**config.mk**
```make
export PLATFORM = sky130hd
export DESIGN_NAME = shift_chain_ctrl
export DESIGN_NICKNAME = d
export VERILOG_FILES = /design/src/rtl/shift_chain_ctrl.sv
export SDC_FILE = /design/constraint.sdc
export NUM_CORES = 1
export LEC_CHECK = 0
export CAP_MARGIN = 10
export CORE_MARGIN = 2
export CORE_UTILIZATION = 44
export DETAILED_ROUTE_END_ITERATION = 8
export PLACE_DENSITY_LB_ADDON = 0.08
export SYNTH_ARGS = -nofsm -noshare
export SYNTH_HDL_FRONTEND = slang
export SYNTH_SLANG_ARGS = --single-unit
```
**constraint.sdc**
```tcl
create_clock -name clk -period 1.8 [get_ports clk]
set_input_delay 0.18 -clock clk [delete_from_list [all_inputs] [get_ports clk]]
set_output_delay 0.18 -clock clk [all_outputs]
set_load 0.02 [all_outputs]
```
**src/rtl/shift_chain_ctrl.sv**
```systemverilog
// shift_chain_ctrl
// Sequencer for an external serial-in shift-register chain. It accepts one
// parallel word over a valid/ready handshake and sends it bit by bit onto the
// chain. Each bit is held for DIV cycles and gets one shift strobe. A single
// latch pulse follows the last strobe.
//
// Parameters
//   WIDTH : bits per word and number of strobes per transfer (>= 2)
//   DIV   : clock cycles per bit period (>= 1)
//
// Ports
//   clk        in   system clock, rising edge
//   rst_n      in   asynchronous reset, active low
//   in_valid   in   producer offers in_data
//   in_ready   out  controller idle and able to accept a word
//   in_data    in   word to serialize
//   msb_first  in   bit order, sampled at accept (1 = bit WIDTH-1 first)
//   sh_d       out  serial data to the chain input
//   sh_en      out  shift strobe; the chain captures sh_d at the end of this cycle
//   sh_q       in   serial return from the chain tail (read-back only)
//   latch      out  one-cycle pulse after the last shift
//   busy       out  transfer in progress
//   rd_data    out  word read back from the chain (read-back only)
//
// Optional feature, enabled by defining SHIFT_CHAIN_CTRL_READBACK_EN:
//   sh_q is sampled on every strobe. The sampled word appears on rd_data in
//   the LATCH cycle. When the macro is undefined, rd_data is tied to zero.

module shift_chain_ctrl #(
    parameter int WIDTH = 8,
    parameter int DIV   = 2
) (
    input  logic             clk,
    input  logic             rst_n,
    input  logic             in_valid,
    output logic             in_ready,
    input  logic [WIDTH-1:0] in_data,
    input  logic             msb_first,
    output logic             sh_d,
    output logic             sh_en,
    input  logic             sh_q,
    output logic             latch,
    output logic             busy,
    output logic [WIDTH-1:0] rd_data
);

    localparam int BW = (WIDTH > 1) ? $clog2(WIDTH) : 1;
    localparam int DW = (DIV > 1) ? $clog2(DIV) : 1;
    localparam logic [BW-1:0] BIT_LAST = BW'(WIDTH - 1);
    localparam logic [DW-1:0] DIV_LAST = DW'(DIV - 1);
    localparam logic [BW-1:0] BIT_ONE  = BW'(1'b1);
    localparam logic [DW-1:0] DIV_ONE  = DW'(1'b1);

    typedef enum logic [1:0] {
        ST_IDLE  = 2'd0,
        ST_SHIFT = 2'd1,
        ST_LATCH = 2'd2
    } state_t;

    state_t           state_r;
    state_t           state_s;
    logic [BW-1:0]    bit_cnt_r;
    logic [DW-1:0]    div_cnt_r;
    logic [WIDTH-1:0] shadow_r;
    logic             accept_s;
    logic             strobe_s;
    logic             last_s;

    // Reverse bit order so the shadow can always shift out from its MSB.
    function automatic logic [WIDTH-1:0] bit_reverse(input logic [WIDTH-1:0] v);
        logic [WIDTH-1:0] r;
        r = {WIDTH{1'b0}};
        for (int i = 0; i < WIDTH; i++) begin
            r[i] = v[WIDTH-1-i];
        end
        return r;
    endfunction

    // Handshake and strobe decode from state and counters.
    always_comb begin
        accept_s = 1'b0;
        strobe_s = 1'b0;
        last_s   = 1'b0;
        if (state_r == ST_IDLE) begin
            accept_s = in_valid;
        end else begin
            accept_s = 1'b0;
        end
        if (state_r == ST_SHIFT) begin
            strobe_s = (div_cnt_r == DIV_LAST);
            last_s   = (div_cnt_r == DIV_LAST) && (bit_cnt_r == BIT_LAST);
        end else begin
            strobe_s = 1'b0;
            last_s   = 1'b0;
        end
    end

    // Next-state logic.
    always_comb begin
        state_s = state_r;
        case (state_r)
            ST_IDLE: begin
                if (in_valid) begin
                    state_s = ST_SHIFT;
                end else begin
                    state_s = ST_IDLE;
                end
            end
            ST_SHIFT: begin
                if (last_s) begin
                    state_s = ST_LATCH;
                end else begin
                    state_s = ST_SHIFT;
                end
            end
            ST_LATCH: state_s = ST_IDLE;
            default:  state_s = ST_IDLE;
        endcase
    end

    // Output decode; everything is a function of registered state only.
    always_comb begin
        in_ready = 1'b0;
        busy     = 1'b0;
        sh_en    = 1'b0;
        latch    = 1'b0;
        sh_d     = 1'b0;
        case (state_r)
            ST_IDLE: begin
                in_ready = 1'b1;
            end
            ST_SHIFT: begin
                busy  = 1'b1;
                sh_en = strobe_s;
                sh_d  = shadow_r[WIDTH-1];
            end
            ST_LATCH: begin
                busy  = 1'b1;
                latch = 1'b1;
            end
            default: begin
                in_ready = 1'b0;
            end
        endcase
    end

    // State register.
    always_ff @(posedge clk or negedge rst_n) begin
        if (!rst_n) begin
            state_r <= ST_IDLE;
        end else begin
            state_r <= state_s;
        end
    end

    // Shadow word and bit/period counters. The shadow is stored in send order,
    // so the current bit is always its MSB.
    always_ff @(posedge clk or negedge rst_n) begin
        if (!rst_n) begin
            bit_cnt_r <= {BW{1'b0}};
            div_cnt_r <= {DW{1'b0}};
            shadow_r  <= {WIDTH{1'b0}};
        end else if (accept_s) begin
            bit_cnt_r <= {BW{1'b0}};
            div_cnt_r <= {DW{1'b0}};
            shadow_r  <= msb_first ? in_data : bit_reverse(in_data);
        end else if (strobe_s) begin
            div_cnt_r <= {DW{1'b0}};
            bit_cnt_r <= last_s ? {BW{1'b0}} : (bit_cnt_r + BIT_ONE);
            shadow_r  <= {shadow_r[WIDTH-2:0], 1'b0};
        end else if (state_r == ST_SHIFT) begin
            div_cnt_r <= div_cnt_r + DIV_ONE;
        end
    end

`ifdef SHIFT_CHAIN_CTRL_READBACK_EN
    logic             rb_msb_r;
    logic [WIDTH-1:0] cap_r;
    logic [WIDTH-1:0] cap_s;

    // Insert the returning bit so that the first sample lands on the same
    // bit position it was transmitted from.
    always_comb begin
        cap_s = cap_r;
        if (rb_msb_r) begin
            cap_s = {cap_r[WIDTH-2:0], sh_q};
        end else begin
            cap_s = {sh_q, cap_r[WIDTH-1:1]};
        end
    end

    // Capture on each strobe and publish the whole word at once on the last one.
    always_ff @(posedge clk or negedge rst_n) begin
        if (!rst_n) begin
            rb_msb_r <= 1'b0;
            cap_r    <= {WIDTH{1'b0}};
            rd_data  <= {WIDTH{1'b0}};
        end else if (accept_s) begin
            rb_msb_r <= msb_first;
            cap_r    <= {WIDTH{1'b0}};
        end else if (strobe_s) begin
            cap_r <= cap_s;
            if (last_s) begin
                rd_data <= cap_s;
            end
        end
    end
`else
    assign rd_data = {WIDTH{1'b0}};
`endif

endmodule

```
* Yosys cells after proc, flatten, opt, wreduce, memory -nomap -nowiden
Index checks and enable logic that the tools add are counted.
W data, S select, Z words.
** Word-level totals
- Bits in registers :: 14
- Input port bits :: 13
** Operators by class
- Add/subtract/negate cells :: 2
- Equal/unequal tests :: 3
- Multiplexer cells :: 20
- Reduce and logical (&&, ||, !) cells :: 5
** Operators with widths (number)
- $mux W8 :: 3
- $mux W1 :: 12
- $mux W3 :: 3
- $pmux W2 S2 :: 1
- $add A3 B1 Y3 const B :: 1
- $eq A3 B3 Y1 const B :: 1
- $reduce_bool A3 Y1 :: 1
- $eq A2 B1 Y1 const B :: 1
- $eq A2 B2 Y1 const B :: 1
- $logic_not A2 Y1 :: 1
- $mux W2 :: 1
- $reduce_bool A2 Y1 :: 1
- $reduce_or A2 Y1 :: 1
- $add A1 B1 Y1 const B :: 1
- $logic_and A1 B1 Y1 :: 1

* Longest topological paths before layout
Gate-level depths: netlist of the first run.
- Depth in word-level cells :: 6
- Gate-level depth with buffers :: 6

* Least setup slack after synthesis of the first run
OpenSTA, ideal clock, no wires.
- Path kind :: register -> register
- From :: reg state_r[0]
- To :: reg shadow_r[0]
- Library setup time :: 0.128 ns
- Data arrival time :: 1.236 ns
- Required time :: 1.672 ns
- Path slack :: 0.436 ns
- Stages on the path, launching flop included :: 7
- Path buffers :: 1
- Cell sequence :: dfrtp_1 inv_1 ha_1 nand2_1 buf_2 nand3_1 o21ai_0
** On the way
- Longest elaborated chain between the ends :: 3
** RTL lines
- from (decl) :: line 60 : state_t state_r;
- from (signal assigned) :: line 152 : state_r <= state_s;
- $eq A2 B1 Y1 or $logic_not A2 Y1 (tied branches) :: line 89, 84
- $mux W1 (on tied branches) :: line 89, 84
- $reduce_bool A2 Y1 (no source line) or $mux W8 (tied branches)
- to (signal assigned) :: line 162 : shadow_r <= {WIDTH{1'b0}};
- to (signal assigned) :: line 166 : shadow_r <= msb_first ? in_data : bit_reverse(in_data);
- to (signal assigned) :: line 170 : shadow_r <= {shadow_r[WIDTH-2:0], 1'b0};
- to (decl) :: line 64 : logic [WIDTH-1:0] shadow_r;
Several ways; a longest one is shown, not always the timed one.
A chain may end at the register's enable or synchronous reset.

* Final worst setup path of the first run
- From :: reg state_r[0]
- To :: out latch
** On the way
- Longest elaborated chain between the ends :: 2
** RTL lines
- $eq A2 B2 Y1 :: line 128 : case (state_r)
- $mux W1 :: line 128
- to (decl) :: line 42 : output logic latch,
No other way between the ends.

==> flow_summary_export.csv, run 1 <==
group,metric,value,unit
critical_path,cp.arrival,1.48,ns
power,p_total,1475,uW
clock_tree,cts.sinks,14,
grt,grtUsageMet3,0.02308,
layout,layout-area-overhead-vs-synth,24.50,%
run,max_cap_viol_count,0,
layout,final_net_count,128,
timing,setup-violations-final,0,
timing,timing_worst_slew_pin_value,0.6210,ns
synthesis,compound_gate_portion_of_the_synthesized_area,0.1433,
timing,final.min_clock_period,1.657,ns
layout,final_cell_count_no_fill,134,
clock_tree,tritoncts,"done",
floorplanning,die_y,46.96,um
routing,drtPass1Iterations,4,
critical_path,critical_path.max_stage_delay,0.60,ns
layout,mostFrequentLayoutCell,"sky130_fd_sc_hd__nand2_1",
clock_tree,clkTransAtPathRegs,0.09,ns
synthesis,synth_top_family_by_area,"simple AND/OR/NAND/NOR gates",
layout,utilization,0.5855,
critical_path,rr_endpoint,"shadow_r[7]",
clock_tree,clock_latency,0.27,ns
clock_tree,clock_tree.buffer_depth,2,
min_path,hold_path_class,"in2async",
timing,min_period_over_period,0.9205,
place,place.gp.congestion,0.7395,
timing,setup_clock_skew_after_layout,0.002350,ns
clock_tree,post-cts-setup-buffer-count,0,
grt,met1_usage,0.1876,
floorplanning,x_dimension_of_the_die,46.96,um
synthesis,number_of_different_library_cells_in_the_post_synthesis_netlist,22,
floorplanning,start_util,0.4703,
routing,routed_wl,1410,um
synthesis,ys_seq_area_frac,0.4314,
layout,final_cell_mix,"22 x sky130_fd_sc_hd__nand2_1, 14 x sky130_fd_sc_hd__dfrtp_1, 12 x sky130_fd_sc_hd__clkdlybuf4s50_1",
clock_tree,clock-root-buffer,"sky130_fd_sc_hd__clkbuf_4",
grt,grt.total_usage,0.1517,
place,dp_hpwl,1067,um
critical_path,cp_data_required_time,1.62,ns
routing,drt.antenna.violating_nets,0,
grt,grt_most_used_layer,"met2",
grt,grt_overflow,0,
floorplanning,ioPinCount,26,
grt,grt_pass1_vias,576,
clock_tree,cts_inserted_buffers,3,
synthesis,post_synth_instance_area,812.0,um^2
place,numPortBuffers,16,
critical_path,timing.critical_path.max_delay_family,"buffers and inverters",
critical_path,critical_path.reg2reg.startpoint,"state_r[0]",
synthesis,post_synth_and_or_nand_nor_area_fraction,0.2142,
synthesis,post_synth_fa_ha_maj_area_fraction,0.07704,
critical_path,class_of_the_most_critical_setup_path,"reg2out",
synthesis,synthTopCellsByArea,"sky130_fd_sc_hd__dfrtp_1 43%, sky130_fd_sc_hd__nand2_1 10%, sky130_fd_sc_hd__ha_1 7.7%",
outcome,outcome,"finished clean",
critical_path,regToRegSetupSlack,0.26,ns
layout,post_route_cells_drive_above_1_share,0.07339,
grt,grt_antenna_before_repair,0,
routing,drt-vias-per-instance,4.888,
synthesis,syn_inst,91,
critical_path,worstPathMaxFanout,2,
synthesis,flip_flop_and_latch_count_after_synthesis,14,
synthesis,xor_xnor_share_of_the_synthesized_area,0.01079,
place,place_inst,130,
critical_path,critPathCaptureType,"primary output",
critical_path,crit_path_top_delay_cell,"sky130_fd_sc_hd__clkdlybuf4s50_1",
power,power_leakage,0.0004741,uW
timing,max_freq,603.5,MHz
synthesis,synth.largest_area_cell,"sky130_fd_sc_hd__dfrtp_1",
power,powerDensity,1459,mW/mm^2
layout,diodes,0,
critical_path,path_buf_inv,2,
critical_path,worst_r2r_path_depth,5,
synthesis,ys_warn_count,0,
timing,timing.final.hold_violations,0,
critical_path,critical_path_cell_sequence,"inv_1, ha_1, clkdlybuf4s50_1",
routing,detail_route.drc_violations,0,
timing,timing.final.max_slew_violations,0,
floorplanning,rows,15,
routing,vias,655,
floorplanning,floorplan.die_area,0.002205,mm^2
floorplanning,core_area,0.001727,mm^2
timing,tns,0,ns
grt,wire_length_of_the_first_global_routing_pass,2325,um
timing,timing.max_slew.rel_slack,0.5847,
grt,gr-usage-met2,0.2438,
synthesis,mux_cell_area_share_after_synthesis,0.01233,
grt,pin_count_of_the_biggest_net_entering_global_routing,18,
timing,unrepaired_setup_endpoints_after_global_routing,"no",
synthesis,avgSynthCellArea,8.923,um^2
clock_tree,level_count_of_the_clock_h_tree,1,
synthesis,synthDominantCellAreaShare,0.4314,
power,power.ir.vdd_worst,0.0006168,V
critical_path,setup.worst_path.start_class,"register",
routing,drtIter0Drc,7,
routing,route.detailed.wl_per_inst,10.52,um
how the worst max path moves through the flow:
stage / slack, ns / endpoint / from / depth (start not counted)
after floorplan: 0.44 / shadow_r[0] / state_r[0] / 6
after global placement: 0.19 / sh_d / state_r[1] / 4
after detailed placement: 0.17 / sh_d / state_r[1] / 4
after CTS: 0.03 / busy / state_r[0] / 3
after global routing: 0.06 / latch / state_r[0] / 3
final: 0.14 / latch / state_r[0] / 3
stage by stage:
stage	worst slack [ns]	hold slack [ns]	cell area, um^2
after floorplan	0.4364	-0.1156	838.3
after global placement	0.1856	0.5009	969.7
after detailed placement	0.1688	0.5032	969.7
after CTS	0.03479	0.3032	1006
after global routing	0.05604	0.3215	1011
final	0.1431	0.2877	1011
what timing repair did:
action,in CTS,in global routing
setup endpoints to repair,2,2
resized for setup,3,2
pin swaps,0,0
hold buffers,0,0
hold endpoints to repair,0,0
cloned,0,0
state kept, by name, summed over array words and instances, names as in the netlist:
name / flops
state_r: 2
div_cnt_r: 1
bit_cnt_r: 3
shadow_r: 8
cell families after synthesis:
group / after synthesis
DFF: 14
other: 1
xor gates and xnor gates: 1
and+or+nand+nor: 37
buffers and inverters: 14
muxes: 1
AOI/OAI and AO/OA: 18
adders and majority gates: 5
cells in the mapped netlist (all sizes together):
library cell,n
nand2,23
dfrtp,14
buf,11
a211oi,7
a31oi,7
nor2b,7
ha,5
a21oi,3
and2,2
inv,2
and3,1
clkinv,1
conb,1
mux2i,1
nand3,1
nand3b,1
nor2,1
o21ai,1
or3,1
xnor2,1
routing by layer:
metal,wire [um],vias up
met1,636,302
met2,685,21
met3,69,2
met4,19,0
li1,-,330
met5,0,-
cell type report:
cell class	count	area (um^2)
clock buffer	4	36.28
fill	152	715.7
inverter	3	11.26
multi-input combinational	70	404.1
sequential	14	350.3
tap	25	31.28
timing repair buffer	18	177.7
power breakdown:
group          total [uW]  switching [uW]  internal, uW
Combinational         723             409           313
Clock                 223             100           123
Sequential            530            76.2           453
Total                1480             586           890
Power figures use the tool's default switching activity.
==> run 2, diff against run 1 <==
--- a/config.mk
+++ b/config.mk
@@ -10,6 +10,7 @@
 export CORE_UTILIZATION = 44
 export DETAILED_ROUTE_END_ITERATION = 8
 export PLACE_DENSITY_LB_ADDON = 0.08
+export SETUP_SLACK_MARGIN = 0.15
 export SYNTH_ARGS = -nofsm -noshare
 export SYNTH_HDL_FRONTEND = slang
 export SYNTH_SLANG_ARGS = --single-unit
==> flow_summary_export.csv, run 2 (synthesis gave the netlist of run 1 again) <==
group,metric,value,unit
clock_tree,tritoncts,"done",
critical_path,regToRegSetupSlack,0.34,ns
floorplanning,core_area,0.001727,mm^2
routing,drtIter0Drc,7,
clock_tree,clkTransAtPathRegs,0.08,ns
min_path,hold_path_class,"in2async",
floorplanning,die_y,46.96,um
timing,timing.final.hold_violations,0,
timing,setup_clock_skew_after_layout,0.001566,ns
timing,timing_worst_slew_pin_value,0.6226,ns
routing,met2WireLength,702,um
layout,final_net_count,128,
grt,wire_length_of_the_first_global_routing_pass,2325,um
timing,timing.max_slew.rel_slack,0.5836,
routing,route.detailed.wl_per_inst,10.57,um
critical_path,worst_r2r_path_depth,6,
routing,routed_wl,1416,um
critical_path,cp.arrival,1.40,ns
layout,layout-area-overhead-vs-synth,23.42,%
floorplanning,rows,15,
routing,drt.antenna.violating_nets,0,
timing,unrepaired_setup_endpoints_after_global_routing,"yes",
timing,tns,0,ns
layout,final_cell_mix,"21 x sky130_fd_sc_hd__nand2_1, 14 x sky130_fd_sc_hd__dfrtp_1, 11 x sky130_fd_sc_hd__clkdlybuf4s50_1",
critical_path,setup.worst_path.start_class,"register",
clock_tree,clock_tree.buffer_depth,2,
layout,fillers,154,
timing,min_period_over_period,0.8775,
critical_path,critical_path.reg2reg.startpoint,"state_r[1]",
outcome,outcome,"finished clean",
power,power_leakage,0.0004604,uW
timing,hold_slack,0.2891,ns
clock_tree,clock-root-buffer,"sky130_fd_sc_hd__clkbuf_4",
routing,detailroute.wirelength.met3,54,um
grt,grt.total_usage,0.1517,
floorplanning,start_util,0.4703,
layout,mostFrequentLayoutCell,"sky130_fd_sc_hd__nand2_1",
routing,vias,649,
place,dp_hpwl,1067,um
routing,detail_route.drc_violations,0,
clock_tree,level_count_of_the_clock_h_tree,1,
timing,timing.final.max_slew_violations,0,
layout,diodes,0,
grt,grt_pass1_vias,576,
layout,post_route_cells_drive_above_1_share,0.09174,
grt,pin_count_of_the_biggest_net_entering_global_routing,18,
critical_path,worstPathMaxFanout,5,
layout,top_regs,"shadow_r x8, bit_cnt_r x3, state_r x2",
routing,dr.max_layer_used,"met4",
run,max_cap_viol_count,0,
grt,grt_overflow,0,
power,powerDensity,1459,mW/mm^2
power,power.ir.vdd_worst,0.0005264,V
place,numPortBuffers,16,
critical_path,rr_endpoint,"bit_cnt_r[0]",
clock_tree,clock_latency,0.27,ns
clock_tree,post-cts-setup-buffer-count,0,
floorplanning,ioPinCount,26,
place,place.gp.congestion,0.7395,
routing,wirelength_met1,640,um
timing,final.min_clock_period,1.580,ns
layout,top_register,"shadow_r",
floorplanning,x_dimension_of_the_die,46.96,um
layout,area_of_the_multi_input_gates,406.6,um^2
routing,drtPass1Iterations,4,
floorplanning,floorplan.die_area,0.002205,mm^2
grt,grt_antenna_before_repair,0,
clock_tree,cts.sinks,14,
clock_tree,cts_inserted_buffers,3,
layout,max_reg_flops,8,
critical_path,critPathCaptureType,"primary output",
timing,max_freq,633.1,MHz
routing,drt-vias-per-instance,4.843,
critical_path,class_of_the_most_critical_setup_path,"reg2out",
layout,layout.area.seq,350.3,um^2
timing,setup-violations-final,0,
critical_path,cp_data_required_time,1.62,ns
-- run 2: changes by cell type in the layout (fill, tap and decap cells not counted), sizes merged --
cell	previous run	this run
dlymetal6s2s	2	0
clkdlybuf4s15	0	1
clkdlybuf4s50	12	11
dlygate4sd2	2	3
clkbuf	4	5
-- run 2: power breakdown --
| group | total (uW) | leakage, uW | switching [uW] | internal (uW) |
|---|---|---|---|---|
| registers | 530 | 0.000175 | 76.4 | 453 |
| logic | 711 | 0.000265 | 408 | 302 |
| clock network | 222 | 0.0000210 | 99.2 | 123 |
| total | 1460 | 0.000460 | 584 | 878 |
-- run 2: per-layer routing --
layer  up-vias  GRT usage
li1        330          -
met1       300     0.1876
met2        17     0.2438
met3         2    0.02308
met4         0     0.1000
met5         -          0
-- run 2: worst max-delay path: stages, from the launching register on --
cell and delay (ns):
sky130_fd_sc_hd__dfrtp_1 0.39, sky130_fd_sc_hd__inv_1 0.08, sky130_fd_sc_hd__ha_2 0.23, sky130_fd_sc_hd__and2_1 0.13, sky130_fd_sc_hd__clkdlybuf4s15_1 0.30
-- run 2: final cells by class --
class / instances / share of cell area
clock buffers: 4 / 0.03620
well taps: 25 / 0.03121
inverters: 3 / 0.01124
repair buffers: 18 / 0.1660
multi-input cells: 70 / 0.4057
flip-flops and latches: 14 / 0.3496
-- run 2: how the worst max path moves through the flow --
stage                    start     endpoint  slack, ns
floorplan           state_r[0]  shadow_r[0]       0.44
global placement    state_r[1]         sh_d       0.19
detailed placement  state_r[1]         sh_d       0.17
CTS                 state_r[1]         sh_d       0.17
global route        state_r[1]         sh_d       0.14
finish              state_r[1]         sh_d       0.22
-- run 2: repair_timing --
action                                  in CTS  in global routing
gates resized for setup                      6                  4
hold buffers                                 0                  0
endpoints found under the setup margin       5                  9
-- run 2: through the flow --
stage | utilization | total power (uW) | cell area [um^2] | std cells | setup slack (ns)
after CTS | 0.5804 | 1481 | 1002 | 134 | 0.1725
after detailed placement | 0.5616 | 1289 | 969.7 | 130 | 0.1688
after floorplan | - | 1041 | 838.3 | 98 | 0.4364
after global routing | 0.5804 | 1590 | 1002 | 134 | 0.1389
after global placement | 0.5616 | 1263 | 969.7 | 130 | 0.1856
final | 0.5804 | 1462 | 1002 | 134 | 0.2205
==> run 3, diff against run 2 <==
==> constraint.sdc (replaced) <==
create_clock -name clk -period 1.5 [get_ports clk]
set_input_delay 0.15 -clock clk [delete_from_list [all_inputs] [get_ports clk]]
set_output_delay 0.15 -clock clk [all_outputs]
set_load 0.02 [all_outputs]
==> flow_summary_export.csv, run 3 (synthesis gave the netlist of run 1 again) <==
group,metric,value,unit
floorplanning,die_y,46.96,um
layout,final_net_count,139,
clock_tree,level_count_of_the_clock_h_tree,1,
timing,max_freq,732.7,MHz
critical_path,rr_endpoint,"bit_cnt_r[0]",
layout,post_route_cells_drive_above_1_share,0.2941,
power,powerDensity,1741,mW/mm^2
floorplanning,core_area,0.001727,mm^2
critical_path,critical_path.max_stage_delay,0.39,ns
critical_path,critical_path_cell_sequence,"ha_1, ha_2, or3_4, a21oi_2",
critical_path,cp_data_required_time,1.70,ns
layout,utilization,0.6543,
grt,wire_length_of_the_first_global_routing_pass,2608,um
critical_path,critical_path.reg2reg.startpoint,"bit_cnt_r[0]",
power,power.ir.vdd_worst,0.001158,V
grt,grt_antenna_before_repair,0,
place,place.gp.congestion,0.6962,
routing,wirelength_met1,754,um
critical_path,regToRegSetupSlack,0.14,ns
clock_tree,cts.sinks,14,
floorplanning,floorplan.die_area,0.002205,mm^2
critical_path,path_buf_inv,0,
critical_path,cp.arrival,1.57,ns
routing,drt.antenna.violating_nets,0,
layout,top_register,"shadow_r",
clock_tree,clock_latency,0.27,ns
outcome,outcome,"finished clean",
critical_path,setup.worst_path.start_class,"register",
critical_path,timing.critical_path.max_delay_family,"flip-flops",
routing,drtIter0Drc,18,
timing,setup_clock_skew_after_layout,0.0008043,ns
critical_path,worstPathMaxFanout,3,
routing,detail_route.drc_violations,0,
clock_tree,clkTransAtPathRegs,0.08,ns
routing,route.detailed.wl_per_inst,11.72,um
critical_path,critPathCaptureType,"register",
place,dp_hpwl,1164,um
timing,min_period_over_period,0.9099,
layout,fillers,146,
clock_tree,clock-root-buffer,"sky130_fd_sc_hd__clkbuf_4",
layout,final_cell_count_no_fill,144,
layout,final_cell_mix,"21 x sky130_fd_sc_hd__nand2_1, 14 x sky130_fd_sc_hd__dfrtp_1, 12 x sky130_fd_sc_hd__buf_4",
run,max_cap_viol_count,0,
clock_tree,cts_inserted_buffers,3,
clock_tree,tritoncts,"done",
routing,dr.max_layer_used,"met3",
grt,pin_count_of_the_biggest_net_entering_global_routing,16,
timing,setup-violations-final,0,
timing,timing.final.hold_violations,0,
routing,detailroute.wirelength.met3,83,um
grt,grt_overflow,0,
layout,diodes,0,
routing,met2WireLength,850,um
critical_path,worst_r2r_path_depth,4,
timing,final.min_clock_period,1.365,ns
layout,max_reg_flops,8,
routing,routed_wl,1688,um
layout,top_regs,"shadow_r x8, bit_cnt_r x3, state_r x2",
floorplanning,ioPinCount,26,
grt,grt_pass1_vias,598,
critical_path,crit_path_top_delay_cell,"sky130_fd_sc_hd__dfrtp_1",
min_path,hold_path_class,"in2async",
routing,vias,680,
place,numPortBuffers,16,
layout,layout-area-overhead-vs-synth,39.14,%
floorplanning,start_util,0.4703,
critical_path,class_of_the_most_critical_setup_path,"reg2reg",
floorplanning,rows,15,
grt,grt.total_usage,0.1686,
timing,timing.final.max_slew_violations,0,
timing,unrepaired_setup_endpoints_after_global_routing,"yes",
routing,drtPass1Iterations,4,
power,power_leakage,0.0005194,uW
place,place_inst,137,
power,p_total,1967,uW
clock_tree,clock_tree.buffer_depth,2,
floorplanning,x_dimension_of_the_die,46.96,um
routing,drt-vias-per-instance,4.722,
layout,mostFrequentLayoutCell,"sky130_fd_sc_hd__nand2_1",
[run 3: layout make-up]
type / count / area (um^2) / area share
timing repair buffer: 29 / 249.0 / 0.2204
tap: 25 / 31.28 / 0.02769
multi-input combinational: 70 / 465.4 / 0.4120
inverter: 3 / 11.26 / 0.009967
sequential: 14 / 350.3 / 0.3101
clock buffer: 3 / 22.52 / 0.01993
[run 3: stage by stage]
stage | setup WS [ns] | cell area (um^2) | hold slack, ns | TNS [ns]
finish | 0.1351 | 1130 | 0.1771 | 0
global route | 0.1015 | 1130 | 0.1868 | 0
CTS | 0.1190 | 1051 | 0.1756 | 0
detailed placement | -0.04268 | 1025 | 0.4754 | -0.06751
global placement | -0.01082 | 1025 | 0.4769 | -0.01175
floorplan | 0.1542 | 840.8 | -0.1456 | 0
[run 3: worst max-delay path by stage]
stage / from / end / depth (start not counted)
floorplan: state_r[0] / bit_cnt_r[2] / 5
global placement: state_r[1] / sh_d / 4
detailed placement: state_r[1] / sh_en / 5
CTS: state_r[0] / shadow_r[5] / 5
global route: bit_cnt_r[0] / bit_cnt_r[0] / 4
finish: bit_cnt_r[0] / bit_cnt_r[0] / 4
[run 3: what timing repair did]
action / 4_1_cts / 5_1_grt
pin swaps: 0 / 1
setup buffers: 1 / 3
resized for setup: 26 / 14
endpoints found under the hold margin: 0 / 0
hold buffers: 0 / 0
endpoints found under the setup margin: 14 / 12
[run 3: routing by layer]
metal	vias up	global-route usage
met5	-	0
met4	0	0.03333
met3	0	0.05769
met2	18	0.2795
met1	310	0.2153
li1	352	-
[run 3: power breakdown]
group	switching, uW	internal [uW]
sequential	101	544
combinational	576	545
clock	109	92.9
